$ cat config.mk
export PLATFORM = sky130hd
export DESIGN_NAME = dcache_resp_buf
export DESIGN_NICKNAME = d
export VERILOG_FILES = /design/src/rtl/dcache_resp_buf.sv
export SDC_FILE = /design/constraint.sdc
export NUM_CORES = 1
export LEC_CHECK = 0
export BUFFER_PORTS_ARGS = -buffer_cell sky130_fd_sc_hd__buf_2
export CAP_MARGIN = 20
export CELL_PAD_IN_SITES_DETAIL_PLACEMENT = 1
export CELL_PAD_IN_SITES_GLOBAL_PLACEMENT = 1
export CORE_AREA = 5 5 169 171
export CTS_CLUSTER_DIAMETER = 120
export DETAILED_ROUTE_END_ITERATION = 8
export DIE_AREA = 0 0 174 176
export GPL_ROUTABILITY_DRIVEN = 1
export PLACE_DENSITY_LB_ADDON = 0.12
export RECOVER_POWER = 50
export SLEW_MARGIN = 20
export SYNTH_ARGS = -nofsm -noshare
export SYNTH_HDL_FRONTEND = slang
export SYNTH_SLANG_ARGS = --single-unit
export TNS_END_PERCENT = 20
$ cat constraint.sdc
create_clock -name clk -period 5.85 [get_ports clk]
set_clock_uncertainty 0.2 [all_clocks]
set_input_delay 0.2925 -clock clk [delete_from_list [all_inputs] [get_ports clk]]
set_output_delay 0.2925 -clock clk [all_outputs]
set_load 0.01 [all_outputs]
$ cat src/rtl/dcache_resp_buf.sv
// rtl/dcache_resp_buf.sv - dcache load response buffer (circular FIFO with per-entry kill)
// Optional same-cycle empty-buffer bypass selected by DCACHE_RESP_BYPASS_EN.
`ifndef XLEN
`define XLEN 32
`endif
`ifndef LDQ_WIDTH
`define LDQ_WIDTH 3
`endif
`ifndef LDQ_DEPTH
`define LDQ_DEPTH 8
`endif

module dcache_resp_buf #(
  parameter int DEPTH = 4
) (
  input  logic                      clk,
  input  logic                      rst,
  input  logic [`XLEN-1:0]          dcache_data,
  input  logic [`LDQ_WIDTH-1:0]     dcache_ldq_tag,
  input  logic                      dcache_valid,
  output logic                      dcache_ready,
  input  logic [`LDQ_DEPTH-1:0]     fire_ld_kill,
  input  logic                      flush,
  output logic [`XLEN-1:0]          wb_data,
  output logic [`LDQ_WIDTH-1:0]     wb_ldq_tag,
  output logic                      wb_valid,
  input  logic                      wb_ready,
  output logic [$clog2(DEPTH):0]    count
);

  localparam int AW = $clog2(DEPTH);
  localparam int CW = AW + 1;
  localparam logic [CW-1:0] FULL = CW'(DEPTH);

  logic [`XLEN-1:0]      data_q [DEPTH];
  logic [`LDQ_WIDTH-1:0] tag_q  [DEPTH];
  logic [DEPTH-1:0]      live_q;
  logic [AW-1:0]         head_q;
  logic [AW-1:0]         tail_q;
  logic [CW-1:0]         count_q;

  logic empty;
  logic full;
  logic head_live;
  logic ready_int;
  logic byp_take;
  logic push;
  logic pop;

  assign count = count_q;

  always_comb begin
    empty     = (count_q == '0);
    full      = (count_q == FULL);
    head_live = !empty && live_q[head_q] && !fire_ld_kill[tag_q[head_q]];
    ready_int = !full && !flush;
`ifdef DCACHE_RESP_BYPASS_EN
    // An empty buffer hands the response straight through when the consumer is ready.
    byp_take  = empty && wb_ready;
`else
    byp_take  = 1'b0;
`endif
    push = dcache_valid && ready_int && !byp_take;
    // Dead heads drain one per cycle regardless of wb_ready.
    pop  = !flush && !empty && (!head_live || wb_ready);
  end

  always_comb begin
    dcache_ready = 1'b0;
    wb_valid     = 1'b0;
    wb_data      = '0;
    wb_ldq_tag   = '0;
    if (!rst) begin
      dcache_ready = ready_int;
`ifdef DCACHE_RESP_BYPASS_EN
      if (empty) begin
        wb_valid   = dcache_valid && !fire_ld_kill[dcache_ldq_tag] && !flush;
        wb_data    = dcache_data;
        wb_ldq_tag = dcache_ldq_tag;
      end else begin
        wb_valid   = head_live && !flush;
        wb_data    = data_q[head_q];
        wb_ldq_tag = tag_q[head_q];
      end
`else
      wb_valid   = head_live && !flush;
      wb_data    = data_q[head_q];
      wb_ldq_tag = tag_q[head_q];
`endif
    end
  end

  always_ff @(posedge clk or posedge rst) begin
    if (rst) begin
      head_q  <= '0;
      tail_q  <= '0;
      count_q <= '0;
      live_q  <= '0;
    end else if (flush) begin
      head_q  <= '0;
      tail_q  <= '0;
      count_q <= '0;
      live_q  <= '0;
    end else begin
      for (int i = 0; i < DEPTH; i++) begin
        live_q[i] <= live_q[i] && !fire_ld_kill[tag_q[i]];
      end
      if (push) begin
        live_q[tail_q] <= !fire_ld_kill[dcache_ldq_tag];
        tail_q         <= tail_q + AW'(1);
      end
      if (pop) begin
        head_q <= head_q + AW'(1);
      end
      count_q <= count_q + CW'(push) - CW'(pop);
    end
  end

  always_ff @(posedge clk) begin
    if (push) begin
      data_q[tail_q] <= dcache_data;
      tag_q[tail_q]  <= dcache_ldq_tag;
    end
  end

endmodule

==> impl_metrics.yaml <==
cts:
  numClockSinks: 151
  htree_levels: 4
  cts_buffers: 17
  path_clk_slew_ns: 0.07
  cts_tree: "done"
  cts_root_buf: "clkbuf_16"
  post-cts-setup-buffers: 0
  clock_path_buffers: 2
  clock_latency_ns: 0.41
run:
  cap_violations: 2
sta:
  final_max_slew_viol_count: 85
  finalHoldViolations: 0
  final.setup.tns_ns: 0
  period_share: 0.644
  max_freq_ghz: 0.266
  tightest_slew_ns: 2.51
  layout_min_cycle_time_ns: 3.77
  slew_headroom: -0.672
  setup_viol: 0
  fin_ws_ns: 2.08
  rsz0062_at_grt: "no"
synth:
  syn_area_um2: 6360
  yosys.area.top_type_share: 0.661
  synth_ff_type: "edfxtp_1"
  synth.area.top_cells: "edfxtp_1 (66%), mux4_2 (16%), dfrtp_1 (4.3%), and2_1 (3.8%), mux2i_1 (1.6%)"
  avgSynthCellArea_um2: 19.5
  synthDistinctLibCells: 36
  synthArstFlopShare: 0.0728
  yosys_warnings: 0
  yosysSeqAreaShare: 0.704
  ys_ff_latch: 151
  yosys.area.top_type: "edfxtp_1"
  synth_edf_count: 140
  syn_inst: 327
  syn_nets: 382
power_and_ir_drop:
  p_int_w: 0.00230
  pwr-share-comb: 0.214
  irDropWorstVdd_uv: 167
  seqPwrFrac: 0.434
  pwr_density_cell_nw_per_um2: 389
  power.share.clock: 0.352
  p_leak_nw: 2.74
  swShare: 0.272
  p_sw_w: 0.000859
  finalPower_w: 0.00315
floorplan:
  die_w_um: 174
  start_util: 0.238
  die_h_um: 176
  dieArea_um2: 30600
  io-pin-count: 88
  rows: 60
  core-area_um2: 26700
global_routing:
  grt_max_degree: 47
  grt.total_usage: 0.109
  grt_pass1_wl_um: 24800
  antenna_found_initial: 0
  grt-busiest-layer: "met2"
  grt_util_met2: 0.192
  grt_pass1_vias: 4056
  met1_usage: 0.134
  grt_use_met3: 0.0218
  grt-ovfl-total: 0
hold_path:
  hp-class: "input pin to flip-flop"
  min_delay_path_depth: 3
  hold_start: "wb_ready"
  hold_end: "head_q[0]"
place:
  dp_hpwl_um: 9660
  io_buffer_count: 87
  gp_congestion: 0.723
  dp.cells: 747
  post_dp_cell_area_um2: 7210
  pre_cts_slack_ns: 2.04
route:
  first_pass_iters: 4
  wirelength_um: 15900
  drc: 0
  vias: 3498
  ant_nets: 0
  drt_iter0_drc: 200
  wl_per_cell_um: 19.5
  viasPerCell: 4.30
final_layout:
  n_antenna_cell: 0
  layoutNonFillerInstCount: 814
  final_net_count: 515
  layout_common_cells: "edfxtp_1 (140), buf_2 (47), mux4_2 (45)"
  layout-drive-gt1-share: 0.288
  final_common_cell: "edfxtp_1"
  synthToLayoutAreaGrowth_pct: 27.4
  post-route-cell-area_um2: 8110
critical_path:
  slowest_stage: "clkbuf_1"
  rr_endpoint: "live_q[1]"
  crit_arrival_ns: 3.84
  reg2reg_from: "count[2]"
  end_kind: "flip-flop"
  rrSetupSlack_ns: 2.08
  worstRegToRegCells: 6
  start_kind: "flip-flop"
  worstSetupPathType: "flip-flop to flip-flop"
  path_cells: "nor3b_1, nor3b_1, and2_2, clkbuf_1, nand3b_1, a21oi_1"
  crit_top_cell: "nor3b_1"
  cp.required_ns: 5.93
  cpPeakStageDelay_ns: 1.77
  crit_fanout: 37
run_status:
  violations: "capacitance limit, slew limit"
  outcome: "complete, but fails checks"
-- sequential cells by signal, summed over array words and instances, names as in the netlist --
name	count
data_q	128
tag_q	12
live_q	4
count	3
head_q	2
tail_q	2
-- worst max-delay path, delay by kind of cell (launching register included) --
kind,cells,cell delay [ns]
compound gates,1,0.08
simple gates,4,1.13
buf+inv,1,1.77
flops,1,0.43
-- logic make-up after synthesis --
family,synth area share
flip-flops,0.704
AND/OR/NAND/NOR,0.0722
multiplexers,0.175
buffers and inverters,0.0136
AO/OA/AOI/OAI,0.0163
adder cells (fa/ha/maj),0.0149
XOR/XNOR,0.00413
-- how the worst max path moves through the flow --
stage,from,endpoint,slack [ns],cells after the start
2_1_floorplan,head_q[1],count[2],2.80,13
3_3_place_gp,head_q[0],count[2],2.12,12
3_5_place_dp,head_q[0],count[2],2.04,12
4_1_cts,head_q[0],count[2],2.05,12
5_1_grt,count[1],live_q[1],1.64,6
6_report,count[2],live_q[1],2.08,6
-- routing by layer --
layer  vias to the layer above  share of wire
li1                       1581              -
met1                      1842           0.44
met2                        64           0.53
met3                        11          0.025
met4                         0          0.012
met5                         -              0
-- repair_timing --
action	in CTS	in global routing
gates resized for setup	0	0
hold buffers	35	0
endpoints found under the hold margin	147	0
-- cells in the mapped netlist, types with 2 or more instances --
library cell and n:
dfrtp_1 11, and2_1 39, buf_2 3, o22a_2 2
a211oi_1 2, nor3b_1 2, inv_1 7, nor2_1 7
edfxtp_1 140, mux2i_1 10, mux4_2 45, nor3_1 2
nand2b_1 5, buf_1 3, clkbuf_1 6, xnor2_1 2
ha_1 6, nand2_1 7, o22ai_1 2, nand3b_1 4
nor4_1 2, a21oi_1 5, nor2b_1 2
-- power groups by stage --
stage               Sequential (W)  Combinational, W  Clock, W
floorplan                  0.00131          0.000519         0
global placement           0.00139          0.000686         0
detailed placement         0.00140          0.000685         0
CTS                        0.00138          0.000706   0.00115
global route               0.00139          0.000752   0.00120
finish                     0.00137          0.000675   0.00111
-- layout make-up --
type / instances / area [µm²]
flip-flops and latches: 151 / 4480
multi-input cells: 156 / 1800
fillers: 2818 / 18600
inverters: 7 / 26.3
repair buffers: 127 / 769
well taps: 341 / 427
clock inverters: 15 / 176
clock buffers: 17 / 425
-- stage by stage --
stage	util	hold slack [ns]
2_1_floorplan	-	0.158
3_3_place_gp	0.270	0.304
3_5_place_dp	0.270	0.315
4_1_cts	0.306	0.00889
5_1_grt	0.303	0.0217
6_report	0.303	0.0343
(Power assumes the default switching activity.)
